$ cat config.mk
export PLATFORM = sky130hd
export DESIGN_NAME = fb_mem_arbiter_flat
export DESIGN_NICKNAME = d
export VERILOG_FILES = /design/src/rtl/fb_mem_arbiter_if.sv /design/src/rtl/fb_mem_arbiter.sv /design/src/flat_wrapper.sv
export SDC_FILE = /design/constraint.sdc
export NUM_CORES = 1
export LEC_CHECK = 0
export CORE_MARGIN = 4
export CORE_UTILIZATION = 55
export DETAILED_ROUTE_END_ITERATION = 10
export PLACE_DENSITY = 0.78
export SYNTH_ARGS = -nofsm -noshare
export SYNTH_HDL_FRONTEND = slang
export SYNTH_SLANG_ARGS = --single-unit
$ cat constraint.sdc
create_clock -name clk -period 6.9 [get_ports clk]
set_clock_uncertainty 0.1 [all_clocks]
set_input_delay 1.38 -clock clk [delete_from_list [all_inputs] [get_ports clk]]
set_output_delay 1.38 -clock clk [all_outputs]
set_load 0.02 [all_outputs]
$ cat src/rtl/fb_mem_arbiter_if.sv
// Host pixel-write channel and single-port framebuffer RAM bus of fb_mem_arbiter.
// The arbiter connects through the slave modport; host and RAM model use master.
interface fb_mem_arbiter_if #(
    parameter int ADDR_W = 16,
    parameter int DATA_W = 8
) ();
    logic              host_wr_valid;
    logic              host_wr_ready;
    logic [ADDR_W-1:0] host_wr_addr;
    logic [DATA_W-1:0] host_wr_data;
    logic [ADDR_W-1:0] ram_addr;
    logic              ram_we;
    logic [DATA_W-1:0] ram_wdata;
    logic [DATA_W-1:0] ram_rdata;

    modport master (
        output host_wr_valid, host_wr_addr, host_wr_data, ram_rdata,
        input  host_wr_ready, ram_addr, ram_we, ram_wdata
    );

    modport slave (
        input  host_wr_valid, host_wr_addr, host_wr_data, ram_rdata,
        output host_wr_ready, ram_addr, ram_we, ram_wdata
    );
endinterface

$ cat src/rtl/fb_mem_arbiter.sv
// Framebuffer RAM arbiter: scanout line prefetch has strict priority, host writes
// are queued in a small FIFO and drained in idle gaps. Optional stats: FB_ARB_STATS_EN.
module fb_mem_arbiter #(
    parameter int ADDR_W     = 16,
    parameter int DATA_W     = 8,
    parameter int LINE_WORDS = 200,
    parameter int LB_ADDR_W  = 8,
    parameter int FIFO_DEPTH = 4
) (
    input  logic                 clk,
    input  logic                 rst,
    input  logic                 disp_req,
    input  logic [9:0]           disp_line,
    output logic                 fetch_done,
    output logic                 fetch_overrun,
    output logic                 lb_we,
    output logic [LB_ADDR_W-1:0] lb_addr,
    output logic [DATA_W-1:0]    lb_data,
    fb_mem_arbiter_if.slave      bus,
    output logic                 busy
`ifdef FB_ARB_STATS_EN
    ,
    output logic [15:0]          overrun_count,
    output logic [15:0]          host_stall_count
`endif
);
    localparam int PTR_W = (FIFO_DEPTH > 1) ? $clog2(FIFO_DEPTH) : 1;
    localparam int CNT_W = PTR_W + 1;

    typedef enum logic [1:0] {
        ST_IDLE    = 2'd0,
        ST_FETCH   = 2'd1,
        ST_DRAIN   = 2'd2,
        ST_HOST_WR = 2'd3
    } state_t;

    state_t state_r;
    state_t state_next;

    logic [ADDR_W-1:0]    fifo_addr_r [FIFO_DEPTH];
    logic [DATA_W-1:0]    fifo_data_r [FIFO_DEPTH];
    logic [PTR_W-1:0]     wr_ptr_r;
    logic [PTR_W-1:0]     rd_ptr_r;
    logic [CNT_W-1:0]     fifo_cnt_r;
    logic                 fifo_full_s;
    logic                 fifo_empty_s;
    logic                 ready_s;
    logic                 push_s;
    logic                 pop_s;
    logic                 fetch_start_s;
    logic                 last_s;
    logic                 overrun_s;
    logic [ADDR_W-1:0]    base_s;

    logic [ADDR_W-1:0]    ram_addr_r;
    logic                 ram_we_r;
    logic [DATA_W-1:0]    ram_wdata_r;
    logic [LB_ADDR_W-1:0] cnt_r;
    logic                 lb_we_r;
    logic [LB_ADDR_W-1:0] lb_addr_r;
    logic                 fetch_done_r;
    logic                 fetch_overrun_r;
    logic                 busy_r;

    assign fifo_full_s   = (fifo_cnt_r == CNT_W'(FIFO_DEPTH));
    assign fifo_empty_s  = (fifo_cnt_r == {CNT_W{1'b0}});
    assign ready_s       = !rst && !fifo_full_s;
    assign push_s        = bus.host_wr_valid && ready_s;
    assign last_s        = (cnt_r == LB_ADDR_W'(LINE_WORDS - 1));
    assign overrun_s     = disp_req && ((state_r == ST_FETCH) || (state_r == ST_DRAIN));
    assign base_s        = ADDR_W'(32'(disp_line) * 32'(LINE_WORDS));

    assign bus.host_wr_ready = ready_s;
    assign bus.ram_addr      = ram_addr_r;
    assign bus.ram_we        = ram_we_r;
    assign bus.ram_wdata     = ram_wdata_r;
    assign lb_we             = lb_we_r;
    assign lb_addr           = lb_addr_r;
    assign fetch_done        = fetch_done_r;
    assign fetch_overrun     = fetch_overrun_r;
    assign busy              = busy_r;
    // The RAM's own read register supplies the data; gating keeps lb_data 0 outside a write.
    assign lb_data           = lb_we_r ? bus.ram_rdata : {DATA_W{1'b0}};

    // State register.
    always_ff @(posedge clk) begin
        if (rst) begin
            state_r <= ST_IDLE;
        end else begin
            state_r <= state_next;
        end
    end

    // Next-state logic; a new fetch is only accepted from IDLE or between host writes.
    always_comb begin
        state_next    = state_r;
        pop_s         = 1'b0;
        fetch_start_s = 1'b0;
        case (state_r)
            ST_IDLE, ST_HOST_WR: begin
                if (disp_req) begin
                    state_next    = ST_FETCH;
                    fetch_start_s = 1'b1;
                end else if (!fifo_empty_s) begin
                    state_next = ST_HOST_WR;
                    pop_s      = 1'b1;
                end else begin
                    state_next = ST_IDLE;
                end
            end
            ST_FETCH: begin
                if (last_s) begin
                    state_next = ST_DRAIN;
                end else begin
                    state_next = ST_FETCH;
                end
            end
            ST_DRAIN: begin
                if (!fifo_empty_s) begin
                    state_next = ST_HOST_WR;
                    pop_s      = 1'b1;
                end else begin
                    state_next = ST_IDLE;
                end
            end
            default: begin
                state_next = ST_IDLE;
            end
        endcase
    end

    // Host write FIFO pointers and occupancy.
    always_ff @(posedge clk) begin
        if (rst) begin
            wr_ptr_r   <= {PTR_W{1'b0}};
            rd_ptr_r   <= {PTR_W{1'b0}};
            fifo_cnt_r <= {CNT_W{1'b0}};
        end else begin
            if (push_s) begin
                wr_ptr_r <= wr_ptr_r + PTR_W'(1'b1);
            end else begin
                wr_ptr_r <= wr_ptr_r;
            end
            if (pop_s) begin
                rd_ptr_r <= rd_ptr_r + PTR_W'(1'b1);
            end else begin
                rd_ptr_r <= rd_ptr_r;
            end
            case ({push_s, pop_s})
                2'b10:   fifo_cnt_r <= fifo_cnt_r + CNT_W'(1'b1);
                2'b01:   fifo_cnt_r <= fifo_cnt_r - CNT_W'(1'b1);
                default: fifo_cnt_r <= fifo_cnt_r;
            endcase
        end
    end

    // Host write FIFO storage.
    always_ff @(posedge clk) begin
        if (rst) begin
            for (int i = 0; i < FIFO_DEPTH; i++) begin
                fifo_addr_r[i] <= {ADDR_W{1'b0}};
                fifo_data_r[i] <= {DATA_W{1'b0}};
            end
        end else if (push_s) begin
            fifo_addr_r[wr_ptr_r] <= bus.host_wr_addr;
            fifo_data_r[wr_ptr_r] <= bus.host_wr_data;
        end else begin
            fifo_addr_r <= fifo_addr_r;
            fifo_data_r <= fifo_data_r;
        end
    end

    // RAM command, line-buffer write and status pulses; line-buffer writes trail reads by one cycle.
    always_ff @(posedge clk) begin
        if (rst) begin
            ram_addr_r      <= {ADDR_W{1'b0}};
            ram_we_r        <= 1'b0;
            ram_wdata_r     <= {DATA_W{1'b0}};
            cnt_r           <= {LB_ADDR_W{1'b0}};
            lb_we_r         <= 1'b0;
            lb_addr_r       <= {LB_ADDR_W{1'b0}};
            fetch_done_r    <= 1'b0;
            fetch_overrun_r <= 1'b0;
            busy_r          <= 1'b0;
        end else begin
            ram_we_r    <= pop_s;
            ram_wdata_r <= pop_s ? fifo_data_r[rd_ptr_r] : {DATA_W{1'b0}};
            if (fetch_start_s) begin
                ram_addr_r <= base_s;
                cnt_r      <= {LB_ADDR_W{1'b0}};
            end else if ((state_r == ST_FETCH) && !last_s) begin
                ram_addr_r <= ram_addr_r + ADDR_W'(1'b1);
                cnt_r      <= cnt_r + LB_ADDR_W'(1'b1);
            end else if (pop_s) begin
                ram_addr_r <= fifo_addr_r[rd_ptr_r];
                cnt_r      <= {LB_ADDR_W{1'b0}};
            end else begin
                ram_addr_r <= {ADDR_W{1'b0}};
                cnt_r      <= {LB_ADDR_W{1'b0}};
            end
            lb_we_r         <= (state_r == ST_FETCH);
            lb_addr_r       <= (state_r == ST_FETCH) ? cnt_r : {LB_ADDR_W{1'b0}};
            fetch_done_r    <= (state_r == ST_FETCH) && last_s;
            fetch_overrun_r <= overrun_s;
            busy_r          <= (state_next != ST_IDLE);
        end
    end

`ifdef FB_ARB_STATS_EN
    logic [15:0] overrun_cnt_r;
    logic [15:0] stall_cnt_r;
    logic        stall_s;

    assign stall_s          = bus.host_wr_valid && !ready_s;
    assign overrun_count    = overrun_cnt_r;
    assign host_stall_count = stall_cnt_r;

    // Saturating overrun and host-stall counters.
    always_ff @(posedge clk) begin
        if (rst) begin
            overrun_cnt_r <= 16'h0000;
            stall_cnt_r   <= 16'h0000;
        end else begin
            if (overrun_s && (overrun_cnt_r != 16'hFFFF)) begin
                overrun_cnt_r <= overrun_cnt_r + 16'h0001;
            end else begin
                overrun_cnt_r <= overrun_cnt_r;
            end
            if (stall_s && (stall_cnt_r != 16'hFFFF)) begin
                stall_cnt_r <= stall_cnt_r + 16'h0001;
            end else begin
                stall_cnt_r <= stall_cnt_r;
            end
        end
    end
`endif

endmodule

$ cat src/flat_wrapper.sv
// flat-port wrapper written by rule: the top's interface ports become plain ports
module fb_mem_arbiter_flat 
#(
    parameter int ADDR_W     = 16,
    parameter int DATA_W     = 8,
    parameter int LINE_WORDS = 200,
    parameter int LB_ADDR_W  = 8,
    parameter int FIFO_DEPTH = 4
)
  (clk, rst, disp_req, disp_line, fetch_done, fetch_overrun, lb_we, lb_addr, lb_data, busy, bus_host_wr_valid, bus_host_wr_addr, bus_host_wr_data, bus_ram_rdata, bus_host_wr_ready, bus_ram_addr, bus_ram_we, bus_ram_wdata);
  fb_mem_arbiter_if #(.ADDR_W(ADDR_W), .DATA_W(DATA_W)) bus_i ();
  input  logic clk;
  input  logic rst;
  input  logic disp_req;
  input  logic [9:0] disp_line;
  output logic fetch_done;
  output logic fetch_overrun;
  output logic lb_we;
  output logic [LB_ADDR_W-1:0] lb_addr;
  output logic [DATA_W-1:0] lb_data;
  output logic busy;
  input wire logic [$bits(bus_i.host_wr_valid)-1:0] bus_host_wr_valid;
  input wire logic [$bits(bus_i.host_wr_addr)-1:0] bus_host_wr_addr;
  input wire logic [$bits(bus_i.host_wr_data)-1:0] bus_host_wr_data;
  input wire logic [$bits(bus_i.ram_rdata)-1:0] bus_ram_rdata;
  output wire logic [$bits(bus_i.host_wr_ready)-1:0] bus_host_wr_ready;
  output wire logic [$bits(bus_i.ram_addr)-1:0] bus_ram_addr;
  output wire logic [$bits(bus_i.ram_we)-1:0] bus_ram_we;
  output wire logic [$bits(bus_i.ram_wdata)-1:0] bus_ram_wdata;
  assign bus_i.host_wr_valid = bus_host_wr_valid;
  assign bus_i.host_wr_addr = bus_host_wr_addr;
  assign bus_i.host_wr_data = bus_host_wr_data;
  assign bus_i.ram_rdata = bus_ram_rdata;
  assign bus_host_wr_ready = bus_i.host_wr_ready;
  assign bus_ram_addr = bus_i.ram_addr;
  assign bus_ram_we = bus_i.ram_we;
  assign bus_ram_wdata = bus_i.ram_wdata;
  fb_mem_arbiter #(.ADDR_W(ADDR_W), .DATA_W(DATA_W), .LINE_WORDS(LINE_WORDS), .LB_ADDR_W(LB_ADDR_W), .FIFO_DEPTH(FIFO_DEPTH)) u_core (.clk(clk), .rst(rst), .disp_req(disp_req), .disp_line(disp_line), .fetch_done(fetch_done), .fetch_overrun(fetch_overrun), .lb_we(lb_we), .lb_addr(lb_addr), .lb_data(lb_data), .bus(bus_i), .busy(busy));
endmodule
# Word-level counts from Yosys, hierarchy flattened
# Index checks and enable logic that the tools add are counted.
# W data, S select, Z words.
[classes]
n_addsub = 6
n_mul = 1
n_lt_le_gt_ge = 3
n_eq_ne = 7
n_mux = 26
bitwise_logic = 5
reduce_logical = 19
[op_table]
columns = ["op", "count"]
rows = [
  ["$mux W16", 6],
  ["$bwmux W64", 1],
  ["$bmux W16 S2", 1],
  ["$bwmux W32", 1],
  ["$demux W16 S2", 1],
  ["$mux W8", 4],
  ["$add A16 B1 Y16 const B", 1],
  ["$bmux W8 S2", 1],
  ["$demux W8 S2", 1],
  ["$mul A10 B5 Y13 const B", 1],
  ["$add A8 B1 Y8 const B", 1],
  ["$eq A8 B8 Y1 const B", 1],
  ["$reduce_or A2 Y1", 4],
  ["$eq A2 B2 Y1 const B", 3],
  ["$ge A3 B3 Y1 const B", 2],
  ["$logic_and A1 B1 Y1", 6],
  ["$mux W2", 3],
  ["$not A2 Y3", 2],
  ["$pmux W2 S3", 1],
  ["$pmux W3 S2", 1],
  ["$add A2 B1 Y2 const B", 2],
  ["$eq A2 B1 Y1 const B", 2],
  ["$mux W1", 4],
  ["$reduce_bool A2 Y1", 2],
  ["11 further kinds", 15],
]
[totals]
reg_bits = 150
in_bits = 46
output_inout_bits = 46
elab_cells = 89

# Longest topological paths before layout
# Gate-level depths: netlist of the first run.
[logic_depth]
ltp_word = 7
ltp_mapped = 11

# Worst setup path after synthesis of the first run
# No wires, ideal clock.
[synth_timing]
path_kind = "input port to flip-flop"
startpoint = "input port disp_line[2]"
endpoint = "register u_core.ram_addr_r[14], in the netlist u_core.bus.ram_addr[14]"
setup_time_ns = 0.132
t_arrival_ns = 3.756
t_required_ns = 6.668
setup_slack_ns = 2.912
stages = 9
cell_sequence = "ha_1 > ha_1 > fa_1 > ha_1 > o21ai_0 > o21bai_1 > a2111oi_0 > o21ai_0 > nor4b_2"
[synth_between]
elab_chain_cells = 2
[synth_rtl]
columns = ["element", "line_no", "rtl"]
rows = [
  ["from (decl)", "flat_wrapper.sv:15", "input logic [9:0] disp_line;"],
  ["$mul A10 B5 Y13", "fb_mem_arbiter.sv:71", "assign base_s = ADDR_W'(32'(disp_line) * 32'(LINE_WORDS));"],
  ["$mux W16", "fb_mem_arbiter.sv:188", "if (fetch_start_s) begin"],
  ["to (signal assigned)", "fb_mem_arbiter.sv:189", "ram_addr_r <= base_s;"],
  ["to (signal assigned)", "fb_mem_arbiter.sv:192", "ram_addr_r <= ram_addr_r + ADDR_W'(1'b1);"],
  ["to (signal assigned)", "fb_mem_arbiter.sv:195", "ram_addr_r <= fifo_addr_r[rd_ptr_r];"],
  ["to (decl)", "fb_mem_arbiter.sv:55", "logic [ADDR_W-1:0] ram_addr_r;"],
]
# Every way passes these cells.
# A chain may end at the register's enable or synchronous reset.

# Worst setup path in the final report of the first run
[layout_timing]
startpoint = "input port disp_line[3]"
endpoint = "register u_core.ram_addr_r[14], in the netlist u_core.bus.ram_addr[14]"
# The elaborated chain is that of the path after synthesis.

==> impl_metrics.ini, run 1 <==
[logic_synthesis]
ys_ff_latch = 150
postSynthAreaPerCell_sq_um = 8.958
synth_top_cell_area_share_pct = 42.38
synth_edf_count = 0
async_reset_ff_share_pct = 0
yosysTopAreaCell = dfxtp_1
yosysSeqAreaShare_pct = 42.38
synth_cell_types = 46
yosysWarnings = 0
synth_cells = 791
syn_nets = 880
synthTopCellsByArea = dfxtp_1 42%, nand2_1 8.4%, mux4_2 7.6%, a21oi_1 7.4%, ha_1 6.5%
ys.flop_type = dfxtp_1
syn_area_sq_um = 7086

[sta]
max_freq_ghz = 0.2311
hold_viol = 0
fin_crit_sh_pct = 62.70
drv_slew = 0
setup_tns_ns = 0
period_needed_ns = 4.327
grt_setup_unrepaired = no
slew-limit-headroom_pct = 24.24
setup_viol = 0
tightest_slew_ns = 1.134

[global_routing]
grt_start_max_net_pins = 85
grt-ovfl-total = 0
grtUsageTotal_pct = 24.94
grt_pass1_wl_mm = 29.52
antenna_found_initial = 0
grt_pass1_vias = 6276

[floorplanning]
coreArea_sq_um = 12620
dieArea_sq_um = 14760
die_w_um = 121.5
die_y_um = 121.5
initial_core_util_pct = 56.15
ioPinCount = 92
fp-row-count = 41

[clock_network]
cts_buffers = 17
cts_tree = done
root_buffer = clkbuf_16
path_clk_slew_ns = 0.06
clk_latency_ns = 0.42
cts_sinks = 150
cts_hold_buf = 0
cts-resized-gates = 0
post_cts_buffers = 0
htreeDepth = 4
clockBufferDepth = 2

[critical_path]
path_common_cell = ha_1
cp_max_fo = 4
critical_path_depth = 10
crit_chain = clkdlybuf4s50_1 > ha_1 > ha_1 > fa_1 > ha_1 > o21ai_0 > o21bai_1 > a2111oi_0 > o21ai_0 > nor4b_2
cp-startpoint = disp_line[3]
critPathSlowestCell = clkdlybuf4s50_1
crit_end = u_core.bus.ram_addr[14]
start_kind = input pin
endpoint_kind = flip-flop
crit_buf_inv = 1
cp.arrival_ns = 4.51
crit_family = adder cells
reg2reg_depth = 6
r2r-start = u_core.fifo_cnt_r[0]
critPathMaxStageDelay_ns = 0.52
required_ns = 7.09
crit_type = input pin to flip-flop
r2r_slack_ns = 3.61
r2r-end = u_core.fifo_addr_r[0]

[detailed_routing]
drt_first_pass_iters = 5
vias_per_cell = 5.808
drt_iter0_drc = 556
drt_wl_total_mm = 17.68
drc = 0
ant_nets = 0
via_count = 6034
wl_per_cell_um = 17.01

[layout]
multiInputGateArea_sq_um = 3747
area_growth_pct = 22.11
n_antenna_cell = 0
drive_gt1_share_pct = 8.420
fill_cells = 1006
nets = 944
area.sequential_sq_um = 3003

[flow_run]
maxCapViolations = 0

[pwr]
ir_drop_mv = 0.1501
power_density_nw_per_um2 = 280.4
finalPower_mw = 2.426
p_leak_nw = 3.099

[hold_path]
hold_path_class = flip-flop to flip-flop

[placed_design]
gp_congestion = 0.8288
numPortBuffers = 91
place_hpwl_mm = 11.38

[status]
outcome = complete, no violations
## cells in the mapped netlist (all sizes together) (2+ instances only)
cell type and instances:
a211oi 9, a21oi 105, a221oi 13, a22oi 3, a31oi 2, and2 20, and3 3, buf 22
clkbuf 31, dfxtp 150, fa 6, ha 37, inv 31, mux4 24, nand2 158, nand2b 3
nand3 59, nand4 5, nor2 25, nor2b 9, nor3 14, nor3b 2, nor4 5, o21a 2
o21ai 3, o21bai 3, or2 2, xnor2 19, xor2 16
## per-layer routing
metal / vias to the layer above / track usage [%] / wire [um]
met5: - / 0 / 0
met4: 0 / 8.193 / 324
met3: 36 / 5.688 / 1159
met2: 215 / 43.52 / 8953
met1: 2933 / 30.48 / 7237
li1: 2850 / - / -
## cell families after synthesis
logic type / after synthesis / share of synthesized area (%)
buf+inv: 84 / 4.909
compound gates: 146 / 12.11
xor+xnor: 35 / 4.326
simple gates: 309 / 20.41
fa+ha+maj: 43 / 8.229
flops: 150 / 42.38
mux: 24 / 7.628
## how the worst min path moves through the flow
stage / endpoint / depth (start not counted) / startpoint / slack [ns]
final: u_core.cnt_r[0] / 1 / u_core.cnt_r[0] / 0.35
after global routing: u_core.fifo_addr_r[33] / 2 / u_core.fifo_addr_r[33] / 0.37
after CTS: u_core.fifo_data_r[11] / 2 / u_core.fifo_data_r[11] / 0.35
after detailed placement: u_core.fifo_addr_r[14] / 2 / u_core.fifo_addr_r[14] / 0.34
after global placement: u_core.fifo_data_r[28] / 2 / u_core.fifo_data_r[28] / 0.34
after floorplan: u_core.cnt_r[0] / 1 / u_core.cnt_r[0] / 0.32
## power by group
| part | leakage, nW | internal, mW | switching [mW] |
|---|---|---|---|
| combinational | 1.58 | 0.224 | 0.298 |
| clock | 0.299 | 0.604 | 0.345 |
| sequential | 1.22 | 0.912 | 0.0423 |
## cells in the final DEF, fill, tap and decap left out, types with 8 or more instances in the layout
cell type and instances:
nand2_1 158, dfxtp_1 150, a21oi_1 105, clkdlybuf4s50_1 90, nand3_1 59, ha_1 37, inv_1 31, nor2_1 25
mux4_2 24, and2_1 20, xnor2_1 19, clkbuf_16 17, xor2_1 16, nor3_1 14, a221oi_1 13, nor2b_1 9
buf_4 8
## sequential cells by signal (all words and copies together), names as in the netlist
signal / count
u_core.fetch_overrun: 1
u_core.bus.ram_addr: 16
u_core.wr_ptr_r: 2
u_core.fifo_data_r: 32
u_core.fifo_addr_r: 64
u_core.state_r: 2
u_core.lb_we: 1
u_core.cnt_r: 8
u_core.busy: 1
u_core.fetch_done: 1
u_core.rd_ptr_r: 2
u_core.bus.ram_wdata: 8
u_core.lb_addr: 8
u_core.bus.ram_we: 1
u_core.fifo_cnt_r: 3
## area by class of cell
class	instances	share of cell area [%]
Sequential cell	150	34.71
Inverter	31	1.345
Timing Repair Buffer	98	11.11
Clock inverter	8	1.403
Clock buffer	23	5.640
Tap cell	172	2.487
Multi-Input combinational cell	557	43.31
## metrics by stage
stage          instances  worst slack [ns]  instance area (sq um)  utilization, %  hold WS, ns
2_1_floorplan        791             2.912                   7086               -       0.3213
3_3_place_gp        1008             2.315                   8043           63.73       0.3380
3_5_place_dp        1008             2.124                   8043           63.73       0.3447
4_1_cts             1039             2.563                   8652           68.56       0.3545
5_1_grt             1039             2.423                   8652           68.56       0.3684
6_report            1039             2.573                   8652           68.56       0.3523
Power figures use the tool's default switching activity.
==> run 2, diff against run 1 <==
CORE_UTILIZATION = 50   (was 55)
PLACE_DENSITY = 0.74   (was 0.78)
clock period = 3.51 ns   (was 6.9 ns; I/O delays follow)
==> impl_metrics.ini, run 2 (same netlist as run 1, synthesis figures left out) <==
[global_routing]
grt-ovfl-total = 0
grt_pass1_wl_mm = 27.57
grtUsageTotal_pct = 21.30
antenna_found_initial = 0
grt_start_max_net_pins = 106
grt_pass1_vias = 5581

[hold_path]
hold_path_class = flip-flop to flip-flop
min_from = u_core.fifo_addr_r[5]

[floorplanning]
fp-row-count = 43
initial_core_util_pct = 51.05
coreArea_sq_um = 13880
die_w_um = 127.0
die_y_um = 127.0
dieArea_sq_um = 16140
ioPinCount = 92

[detailed_routing]
drt_iter0_drc = 386
ant_nets = 0
drt_wl_total_mm = 17.20
vias_per_cell = 5.472
via_count = 5926
wl_per_cell_um = 15.89
drt_first_pass_iters = 5
drc = 0

[clock_network]
clockBufferDepth = 2
cts_buffers = 17
htreeDepth = 4
cts_tree = done
cts_sinks = 150
clk_latency_ns = 0.42
root_buffer = clkbuf_16
post_cts_buffers = 0
path_clk_slew_ns = 0.06

[critical_path]
crit_family = adder cells
critPathSlowestCell = clkdlybuf4s50_1
cp-startpoint = disp_line[5]
endpoint_kind = flip-flop
crit_type = input pin to flip-flop
r2r_slack_ns = 0.92
start_kind = input pin
cp_max_fo = 4
critPathMaxStageDelay_ns = 0.52
r2r-end = u_core.fifo_cnt_r[2]
crit_chain = clkdlybuf4s50_1 > ha_1 > ha_1 > inv_1 > fa_1 > inv_1 > ha_4 > buf_4 > nand3_2 > o2111ai_2 > a21oi_2 > xnor2_1 > a211oi_1
critical_path_depth = 13
required_ns = 3.74
crit_end = u_core.bus.ram_addr[15]
cp.arrival_ns = 3.53
reg2reg_depth = 10
r2r-start = u_core.state_r[0]
crit_buf_inv = 4

[layout]
final_cell_mix = 158 x nand2_1, 150 x dfxtp_1, 103 x a21oi_1
n_antenna_cell = 0
fill_cells = 1148
multiInputGateArea_sq_um = 3809
largest_register = u_core.fifo_addr_r
largest_reg_flops = 64
area.sequential_sq_um = 3003
final_common_cell = nand2_1
drive_gt1_share_pct = 13.07
area_growth_pct = 26.96
final_area_sq_um = 8996
nets = 979

[sta]
drv_slew = 0
setup_tns_ns = 0
setup_viol = 0
slew-limit-headroom_pct = 28.18
setup_slack_ns = 0.2093
fin_worst_hold_slack_ns = 0.3506
grt_setup_unrepaired = no
max_freq_ghz = 0.3030
tightest_slew_ns = 1.077
hold_viol = 0
fin_crit_sh_pct = 94.04
period_needed_ns = 3.301

[pwr]
p_leak_nw = 3.294
ir_drop_mv = 0.3007
power_density_nw_per_um2 = 537.2

[placed_design]
place_area_sq_um = 8328
gp_congestion = 0.8453
post-place-ws_ns = -0.5496
numPortBuffers = 91
place_hpwl_mm = 11.19

[flow_run]
maxCapViolations = 0

[status]
outcome = complete, no violations
## run 2: through the flow
stage	utilization, %	std cells	total power, mW
after floorplan	-	791	2.589
after CTS	64.36	1083	4.824
after global placement	60.00	1051	2.965
final	64.81	1083	4.832
after global routing	64.81	1083	5.059
after detailed placement	60.00	1051	2.981
## run 2: area by class of cell
class | count | share of cell area, %
Tap cell | 180 | 2.503
Clock buffer | 20 | 4.965
Sequential cell | 150 | 33.38
Multi-Input combinational cell | 557 | 42.34
Inverter | 31 | 1.293
Clock inverter | 12 | 1.697
Timing Repair Buffer | 133 | 13.82
## run 2: worst min path at each step
stage                             end  cells past startpoint
2_1_floorplan         u_core.cnt_r[0]                      1
3_3_place_gp   u_core.fifo_addr_r[55]                      2
3_5_place_dp   u_core.fifo_addr_r[36]                      2
4_1_cts        u_core.fifo_addr_r[27]                      2
5_1_grt        u_core.fifo_addr_r[29]                      2
6_report        u_core.fifo_addr_r[5]                      2
## run 2: what timing repair did
item	CTS	global route
hold buffers	0	0
pin swaps	1	5
setup endpoints to repair	1	3
gates resized for setup	2	13
## run 2: metal layers
metal  track usage, %  wire length (um)
met5                0                 0
met4            7.697               198
met3            5.059              1076
met2            34.99              8466
met1            27.52              7462
## run 2: worst min-delay path: stages (launching register included)
cell and delay [ns]:
dfxtp_1 0.31, nand2_1 0.05, a21oi_1 0.05
## run 2: report_power, final
| part | internal (mW) | switching [mW] |
|---|---|---|
| combinational | 0.519 | 0.607 |
| clock | 1.13 | 0.695 |
| sequential | 1.79 | 0.0835 |
| total | 3.45 | 1.39 |
==> run 3, diff against run 2 <==
CELL_PAD_IN_SITES_DETAIL_PLACEMENT = 0   (was unset)
CELL_PAD_IN_SITES_GLOBAL_PLACEMENT = 1   (was unset)
CORE_ASPECT_RATIO = 0.75   (was unset)
CORE_UTILIZATION = 38   (was 50)
==> impl_metrics.ini, run 3 (same netlist as run 1, synthesis figures left out) <==
[floorplanning]
die_w_um = 165.7
initial_core_util_pct = 39.42
coreArea_sq_um = 17970
ioPinCount = 92
dieArea_sq_um = 20920
fp-row-count = 42
die_y_um = 126.3

[clock_network]
clockBufferDepth = 2
root_buffer = clkbuf_16
cts_sinks = 150
cts_tree = done
htreeDepth = 4
cts_buffers = 17
clk_latency_ns = 0.42
path_clk_slew_ns = 0.06

[sta]
tightest_slew_ns = 1.196
slew-limit-headroom_pct = 20.27
setup_tns_ns = 0
setup_viol = 0
setup_slack_ns = 0.05575
period_needed_ns = 3.454
hold_viol = 0
max_freq_ghz = 0.2895
fin_crit_sh_pct = 98.41
drv_slew = 0

[pwr]
power_density_nw_per_um2 = 545.4
p_leak_nw = 3.265
ir_drop_mv = 0.3256

[layout]
n_antenna_cell = 0
nets = 975
fin_cells = 1139
fill_cells = 1674
final_common_cell = nand2_1
final_area_sq_um = 9020
drive_gt1_share_pct = 12.26
final_cell_mix = 158 x nand2_1, 150 x dfxtp_1, 103 x a21oi_1
area_growth_pct = 27.30
largest_reg_flops = 64
largest_register = u_core.fifo_addr_r

[hold_path]
min_path_cells = 2
hold_path_class = flip-flop to flip-flop

[placed_design]
post-place-ws_ns = -0.4109
place_hpwl_mm = 12.40
dp.cells = 1108
gp_congestion = 0.8443
numPortBuffers = 91
place_area_sq_um = 8356

[global_routing]
grtUsageTotal_pct = 18.54
grt_pass1_wl_mm = 31.44
grt_start_max_net_pins = 75
grt_pass1_vias = 5985
antenna_found_initial = 0
grt-ovfl-total = 0

[detailed_routing]
vias_per_cell = 5.191
drt_first_pass_iters = 5
drt_iter0_drc = 408
wl_per_cell_um = 16.75
via_count = 5912
drc = 0
drt_wl_total_mm = 19.08
ant_nets = 0

[critical_path]
cp.arrival_ns = 3.64
cp_max_fo = 3
required_ns = 3.69
endpoint_kind = flip-flop
reg2reg_depth = 10
crit_type = input pin to flip-flop
start_kind = input pin
r2r_slack_ns = 0.89

[status]
outcome = complete, no violations

[flow_run]
maxCapViolations = 0
## run 3: cell types whose count changed in the layout (fill, tap and decap cells not counted), sizes merged
cell,previous run,this run
bufinv,3,4
clkdlybuf4s50,87,90
clkbuf,20,22
clkinvlp,4,0
buf,43,39
dlymetal6s2s,3,0
clkinv,4,3
## run 3: power breakdown
part | leakage [nW] | switching [mW] | internal [mW]
logic | 1.75 | 0.616 | 0.514
clock network | 0.300 | 0.688 | 1.22
registers | 1.22 | 0.0877 | 1.79
total | 3.26 | 1.39 | 3.53
## run 3: critical path, stage by stage
cell and delay [ns]:
clkdlybuf4s50_1 0.45, ha_1 0.31, ha_1 0.31, fa_1 0.47, ha_1 0.35, o21ai_2 0.17
o21bai_2 0.11, a2111oi_2 0.34, buf_4 0.18, o21ai_0 0.08, nor4b_2 0.16
## run 3: layout make-up
cell class	count	area [sq um]	share of cell area, %
Clock buffer	22	464.2	5.146
Clock inverter	8	147.6	1.637
Inverter	31	116.4	1.290
Multi-Input combinational cell	557	3792	42.04
Sequential cell	150	3003	33.29
Tap cell	242	302.8	3.357
Timing Repair Buffer	129	1194	13.23
## run 3: stage by stage
step	hold WS [ns]	power, mW	utilization [%]
final	0.3505	4.919	50.19
after global routing	0.3717	5.151	50.19
after CTS	0.3513	4.922	49.90
after detailed placement	0.3431	3.010	46.49
after global placement	0.3357	2.985	46.49
after floorplan	0.3213	2.589	-
## run 3: worst paths after layout
kind,from,endpoint
max reg2reg,u_core.state_r[0],u_core.fifo_cnt_r[2]
min reg2reg,u_core.fifo_addr_r[22],u_core.fifo_addr_r[22]
min,u_core.fifo_addr_r[22],u_core.fifo_addr_r[22]
max,disp_line[2],u_core.bus.ram_addr[14]
## run 3: repair_timing
item                       CTS  global route
gates cloned                 0             0
hold buffers                 0             0
setup endpoints to repair    1             2
gates resized for setup      1             9
setup buffers                0             1
hold endpoints to repair     0             0
pin swaps                    0             4
## run 3: routing by layer
| layer | global-route usage [%] | vias to the layer above | wire (um) | share of wire, % |
|---|---|---|---|---|
| met2 | 29.53 | 189 | 8723 | 46 |
| met4 | 5.626 | 0 | 225 | 1.2 |
| met5 | 0 | - | 0 | 0 |
| met3 | 4.198 | 18 | 1186 | 6.2 |
| li1 | - | 2908 | - | - |
| met1 | 25.30 | 2797 | 8945 | 47 |
